===== config.mk =====
export PLATFORM = sky130hd
export DESIGN_NAME = rr_mux_reg
export DESIGN_NICKNAME = d
export VERILOG_FILES = /design/src/rtl/rr_mux_reg.sv
export SDC_FILE = /design/constraint.sdc
export NUM_CORES = 1
export LEC_CHECK = 0
export ABC_AREA = 1
export CAP_MARGIN = 10
export CORE_MARGIN = 8
export CORE_UTILIZATION = 48
export DETAILED_ROUTE_END_ITERATION = 10
export PLACE_DENSITY_LB_ADDON = 0.25
export SYNTH_ARGS = -nofsm -noshare
export SYNTH_HDL_FRONTEND = slang
export SYNTH_SLANG_ARGS = --single-unit

===== constraint.sdc =====
create_clock -name clk -period 8.4 [get_ports clk]
set_input_delay 1.68 -clock clk [delete_from_list [all_inputs] [get_ports clk]]
set_output_delay 1.68 -clock clk [all_outputs]
set_load 0.1 [all_outputs]

===== src/rtl/rr_mux_reg.sv =====
// N-to-1 valid/ready multiplexer with a single registered output stage.
// Channel choice is either a fixed select or round-robin among valid inputs.
module rr_mux_reg #(
    parameter int  N     = 8,
    parameter int  WIDTH = 8,
    localparam int SEL_W = $clog2(N)
) (
    input  logic               clk,
    input  logic               rst_n,
    input  logic               mode,
    input  logic [SEL_W-1:0]   sel,
    input  logic [N*WIDTH-1:0] in_data,
    input  logic [N-1:0]       in_valid,
    output logic [N-1:0]       in_ready,
    output logic [WIDTH-1:0]   out_data,
    output logic               out_valid,
    input  logic               out_ready,
    output logic [SEL_W-1:0]   out_chan
);

    logic [WIDTH-1:0] r_out_data;
    logic             r_out_valid;
    logic [SEL_W-1:0] r_out_chan;
    logic [SEL_W-1:0] r_rr_ptr;

    logic             w_load_en;
    logic             w_found;
    logic [SEL_W-1:0] w_grant;
    logic [N-1:0]     w_ready;
    logic             w_xfer;
    logic [WIDTH-1:0] w_data;
    logic [SEL_W-1:0] w_chan;

    assign w_load_en = !r_out_valid || out_ready;

    // Search starts one past the last granted channel and wraps.
    always_comb begin
        w_found = 1'b0;
        w_grant = '0;
        for (int k = 1; k <= N; k++) begin
            if (!w_found && in_valid[(int'(r_rr_ptr) + k) % N]) begin
                w_found = 1'b1;
                w_grant = SEL_W'((int'(r_rr_ptr) + k) % N);
            end
        end
    end

    // An out-of-range sel matches no channel, so nothing is offered.
    always_comb begin
        w_ready = '0;
        if (rst_n && w_load_en) begin
            for (int i = 0; i < N; i++) begin
                if (mode) begin
                    if (w_found && int'(w_grant) == i) w_ready[i] = 1'b1;
                end else begin
                    if (int'(sel) == i) w_ready[i] = 1'b1;
                end
            end
        end
    end

    assign w_xfer = |(w_ready & in_valid);

    always_comb begin
        w_data = '0;
        w_chan = '0;
        for (int i = 0; i < N; i++) begin
            if (w_ready[i]) begin
                w_data = in_data[i*WIDTH +: WIDTH];
                w_chan = SEL_W'(i);
            end
        end
    end

    always_ff @(posedge clk or negedge rst_n) begin
        if (!rst_n) begin
            r_out_data  <= '0;
            r_out_valid <= 1'b0;
            r_out_chan  <= '0;
            r_rr_ptr    <= SEL_W'(N - 1);
        end else if (w_load_en) begin
            if (w_xfer) begin
                r_out_data  <= w_data;
                r_out_chan  <= w_chan;
                r_out_valid <= 1'b1;
                if (mode) r_rr_ptr <= w_chan;
            end else begin
                r_out_valid <= 1'b0;
            end
        end
    end

    assign in_ready  = w_ready;
    assign out_data  = r_out_data;
    assign out_valid = r_out_valid;
    assign out_chan  = r_out_chan;

endmodule


# Word level (Yosys, flattened, before mapping)
# Cells that the tools add are included.
# totals
regBits,15
wordCells,162
# classes
n_addsub,8
n_lt_le_gt_ge,8
eq_ne,14
mux,81
n_bitwise,9
n_reduce_logical,38
# op_table
cell,count
2-to-1 mux 8 bit,9
2-to-1 mux 1 bit,50
2-to-1 mux 3 bit,14
less-than comparator 4 x 5 -> 1 bit (second input constant),8
binary-select mux 1 bit (select 3 bit),8
== test 3 bit (second input constant),8
OR reduction 3 bit,8
logical AND 1 bit,16
adder 3 bit (second input constant),4
== test 3 x 2 -> 1 bit (second input constant),4
AND 1 bit (first input constant),8
AND 8 bit,1
logical NOT 1 bit,8
OR reduction 8 bit,1
adder 3 x 1 -> 3 bit (second input constant),2
adder 3 x 2 -> 3 bit (second input constant),2
== test 3 x 1 -> 1 bit (second input constant),2
logical NOT 3 bit,2
AND reduction 3 bit,1
AND reduction 2 bit,1
logical OR 1 bit,1

# Longest topological paths before layout
# logic_depth
depth_word,41
mapped_depth,27
mapped_depth_nobuf,25

# Worst setup path before layout
# OpenSTA, ideal clock, no wires.
# synth_path
path_kind,input to output
from,input port in_valid[5]
to,output port in_ready[0]
arrival_time_ns,5.045
t_required_ns,6.720
path_slack_ns,1.675
path_stages,13
cell_sequence,nand2_1 -> nand3_1 -> nand3_2 -> nand2_2 -> nor2_8 -> nand4_4 -> nor2_8 -> nand3_4 -> nor2_4 -> inv_2 -> o21ai_4 -> nand3_2 -> a21boi_0
# synth_via
elab_chain_len,30
elab_cells_between_ends,59
# synth_lines
element,line_no,source
from (decl),13,"input logic [N-1:0] in_valid,"
binary-select mux 1 bit (select 3 bit),41,if (!w_found && in_valid[(int'(r_rr_ptr) + k) % N]) begin
2-to-1 mux 1 bit (implied by the code) (2 in series),41,
2-to-1 mux 1 bit,41,
logical NOT 1 bit,41,
logical AND 1 bit,41,
2-to-1 mux 1 bit,41,
logical NOT 1 bit,41,
logical AND 1 bit,41,
[... 13 more ...],-,
logical NOT 1 bit,41,
logical AND 1 bit,41,
2-to-1 mux 3 bit,41,
logical NOT 3 bit,54,if (w_found && int'(w_grant) == i) w_ready[i] = 1'b1;
logical AND 1 bit (*),54,
2-to-1 mux 1 bit (*),54,
2-to-1 mux 1 bit (*),53,if (mode) begin
2-to-1 mux 8 bit (*),51,if (rst_n && w_load_en) begin
to (decl),14,"output logic [N-1:0] in_ready,"
# Every way passes the cells marked *; elsewhere a longest branch is shown, timed or not. The select of a mux whose other input is x is not followed.

# Worst setup path after layout
# layout_path
from,input port in_valid[5]
to,output port in_ready[4]
# layout_via
elab_chain_len,30
elab_cells_between_ends,59
# layout_lines
element,line_no
binary-select mux 1 bit (select 3 bit),41
2-to-1 mux 1 bit (implied by the code) (2 in series),41
2-to-1 mux 1 bit,41
logical NOT 1 bit,41
logical AND 1 bit,41
2-to-1 mux 1 bit,41
logical NOT 1 bit,41
logical AND 1 bit,41
[... 13 more ...],-
logical NOT 1 bit,41
logical AND 1 bit,41
2-to-1 mux 3 bit,41
== test 3 bit,54
logical AND 1 bit (*),54
2-to-1 mux 1 bit (*),54
2-to-1 mux 1 bit (*),53
2-to-1 mux 8 bit (*),51
# Marks and branches as above.

==> reports/metrics.yaml <==
instances_no_fill: 572
yosysMostFrequentCell: "nand2_1"
netlist_top_cells_area: "nand2_1 21%, nand3_1 15%, dfrtp_1 12%, nand3_2 6.2%, nor2_1 5.7%"
cts_resized: 0
via_per_inst: 5.37
async_flop_share_pct: 100
grt-ovfl-total: 0
yosysTopAreaCell: "nand2_1"
register_area_um2: 379
grt.total_usage_pct: 23.8
drt_iter0_markers: 176
cts_buffers: 3
p_total_mw: 1.52
multiInputGateArea_um2: 1860
cts_tree: "yes"
p_comb_share_pct: 85.7
final_nets: 584
synth-seq-cells: 15
period_share_pct: 84.0
pin_count: 99
clockPowerShare_pct: 4.1
wl_per_cell_um: 15.7
seqPwrFrac_pct: 10.2
p_int_mw: 0.522
fp.dieW_um: 87.3
finalCriticalPeriod_ns: 7.06
critPathKind: "input port to primary output"
holdBufCountCts: 0
cts_buffer_depth: 2
core_um2: 5010
numClockSinks: 15
rr_startpoint: "r_rr_ptr[0]"
netSwitchingFraction_pct: 65.7
ys_types: 38
ff2ff_path_depth: 21
post-place-ws_ns: 1.41
placed_cell_area_um2: 3450
synthTopCellsByCount: "138 x nand2_1, 73 x nand3_1, 37 x nor2_1"
htreeDepth: 1
max-slew-margin-rel_pct: 32.4
drc: 0
ant_nets: 0
hp-class: "flop to flop"
syn_area_per_cell_um2: 6.00
fill_cells: 460
clk_latency_ns: 0.26
tns_ns: 0
syn_to_final_growth_pct: 43.6
start_util_pct: 48.7
skew_ns: 0.00458
synth_top_cell_area_share_pct: 21.3
finalSetupViolations: 0
powerDensity_nw_per_um2: 435
ys_seq_area_share_pct: 15.6
crit_end: "in_ready[4]"
grt_pass1_wl_mm: 14.5
grt_max_degree: 18
netlist_instances: 406
worst_setup_path_start_kind: "input port"
worst-slew-pin-transition_ns: 1.01
port_buffers: 98
yosys_warnings: 0
dieArea_um2: 7610
post-route-cell-area_um2: 3500
syn_area_um2: 2440
hold_viol: 0
fmax_ghz: 0.142
cts_root_buf: "clkbuf_8"
regToRegEndpoint: "out_chan[1]"
peakVddDrop_v: 0.000302
r2r_slack_ns: 4.22
antenna_found_initial: 0
gp_congestion: 1.00
diodes: 0
cp-end-kind: "primary output"
required_ns: 6.72
drtPass1Iterations: 5
postCtsSetupBuffers: 0
synth_edf_count: 0
clk_pin_slew_ns: 0.06
status: "finished, final reports clean"
worst-path-max-fanout: 10
die-height_um: 87.3
crit_start: "in_valid[5]"
dp.cells: 568
ys.flop_type: "dfrtp_1"
worstPathArrival_ns: 5.38
rsz0062_at_grt: "no"
syn_nets: 487
rows: 26
switchingPower_mw: 1.00
drive_gt1_share_pct: 15.1
cap_viol_max_count: 0
setup_ws_ns: 1.34
num_vias: 3074
postRouteWirelength_mm: 8.96
drv_slew: 0
grt_pass1_vias: 3070
dp.final_hpwl_mm: 7.46
cellLeakagePower_nw: 1.69
worst max-delay path, cell delays in order:
cell and delay [ns]:
clkdlybuf4s50_1 0.50, nand2_1 0.13, nand3_1 0.15, nand3_2 0.14
nand2_2 0.12, nor2_8 0.14, nand4_4 0.14, nor2_8 0.16
nand3_4 0.09, nor2_4 0.14, inv_2 0.06, o21ai_4 0.08
nand3_1 0.11, nand2_1 0.10, nand2_1 0.09, nor2_2 0.33
clkdlybuf4s50_1 1.22
cell type report:
type | count | area share [%]
multi-input cells | 347 | 53.0
repair buffers | 99 | 28.2
flip-flops and latches | 15 | 10.8
inverters | 37 | 4.11
well taps | 70 | 2.50
clock buffers | 3 | 1.18
clock inverters | 1 | 0.143
power groups by stage:
stage	Combinational, mW	Clock (mW)	Sequential [mW]
after global placement	1.28	0	0.154
final	1.30	0.0620	0.156
after CTS	1.30	0.0623	0.155
after detailed placement	1.29	0	0.155
after global routing	1.41	0.0667	0.159
after floorplan	0.866	0	0.310
layer usage:
metal | GRT usage (%) | routed length [µm]
met5 | 0 | 0
met4 | 7.19 | 199
met3 | 8.58 | 865
met2 | 40.2 | 4370
met1 | 27.1 | 3520
worst min path at each step:
stage | end | from | slack, ns | depth (start not counted)
2_1_floorplan | r_rr_ptr[2] | r_rr_ptr[2] | 0.62 | 3
3_3_place_gp | out_chan[1] | out_chan[1] | 0.47 | 2
3_5_place_dp | out_chan[0] | out_chan[0] | 0.48 | 2
4_1_cts | out_chan[0] | out_chan[0] | 0.50 | 2
5_1_grt | out_chan[0] | out_chan[0] | 0.52 | 2
6_report | out_data[2] | out_data[2] | 0.50 | 2
cell usage in the layout, fill, tap and decap left out, types with 2 or more instances in the layout:
cell / synthesis / routed
nand2_2: 21 / 21
dfrtp_1: 12 / 12
nor2_2: 3 / 3
o21ai_2: 2 / 2
nor2_8: 4 / 4
ha_1: 2 / 2
nand3_2: 15 / 15
o21ai_0: 3 / 3
nand3_1: 73 / 73
dfstp_2: 3 / 3
nor2_4: 2 / 2
a21oi_1: 13 / 13
inv_1: 27 / 27
inv_2: 7 / 7
inv_4: 2 / 2
o21ai_1: 2 / 2
clkbuf_8: 0 / 3
nand4_1: 11 / 11
nor2_1: 37 / 37
nor3_1: 3 / 3
nand2_1: 138 / 138
clkdlybuf4s50_1: 0 / 98
nand2_4: 6 / 6
registers in the layout, summed over array words and instances (netlist names):
register / cells
out_data: 8
out_chan: 3
r_rr_ptr: 3
out_valid: 1
stage by stage:
step | utilization [%] | hold slack, ns
after floorplan | - | 0.622
after global placement | 69.0 | 0.471
after detailed placement | 69.0 | 0.480
after CTS | 69.9 | 0.500
after global routing | 69.9 | 0.519
final | 69.9 | 0.498
cells by family after synthesis:
kind of cell	Yosys count	synth area share [%]
buffers and inverters	44	8.32
AND/OR/NAND/NOR	318	67.7
AO/OA/AOI/OAI	24	6.06
flip-flops	15	15.6
adder cells (fa/ha/maj)	2	1.03
XOR/XNOR	3	1.39
Note: power is estimated with default switching activity, not from simulation.
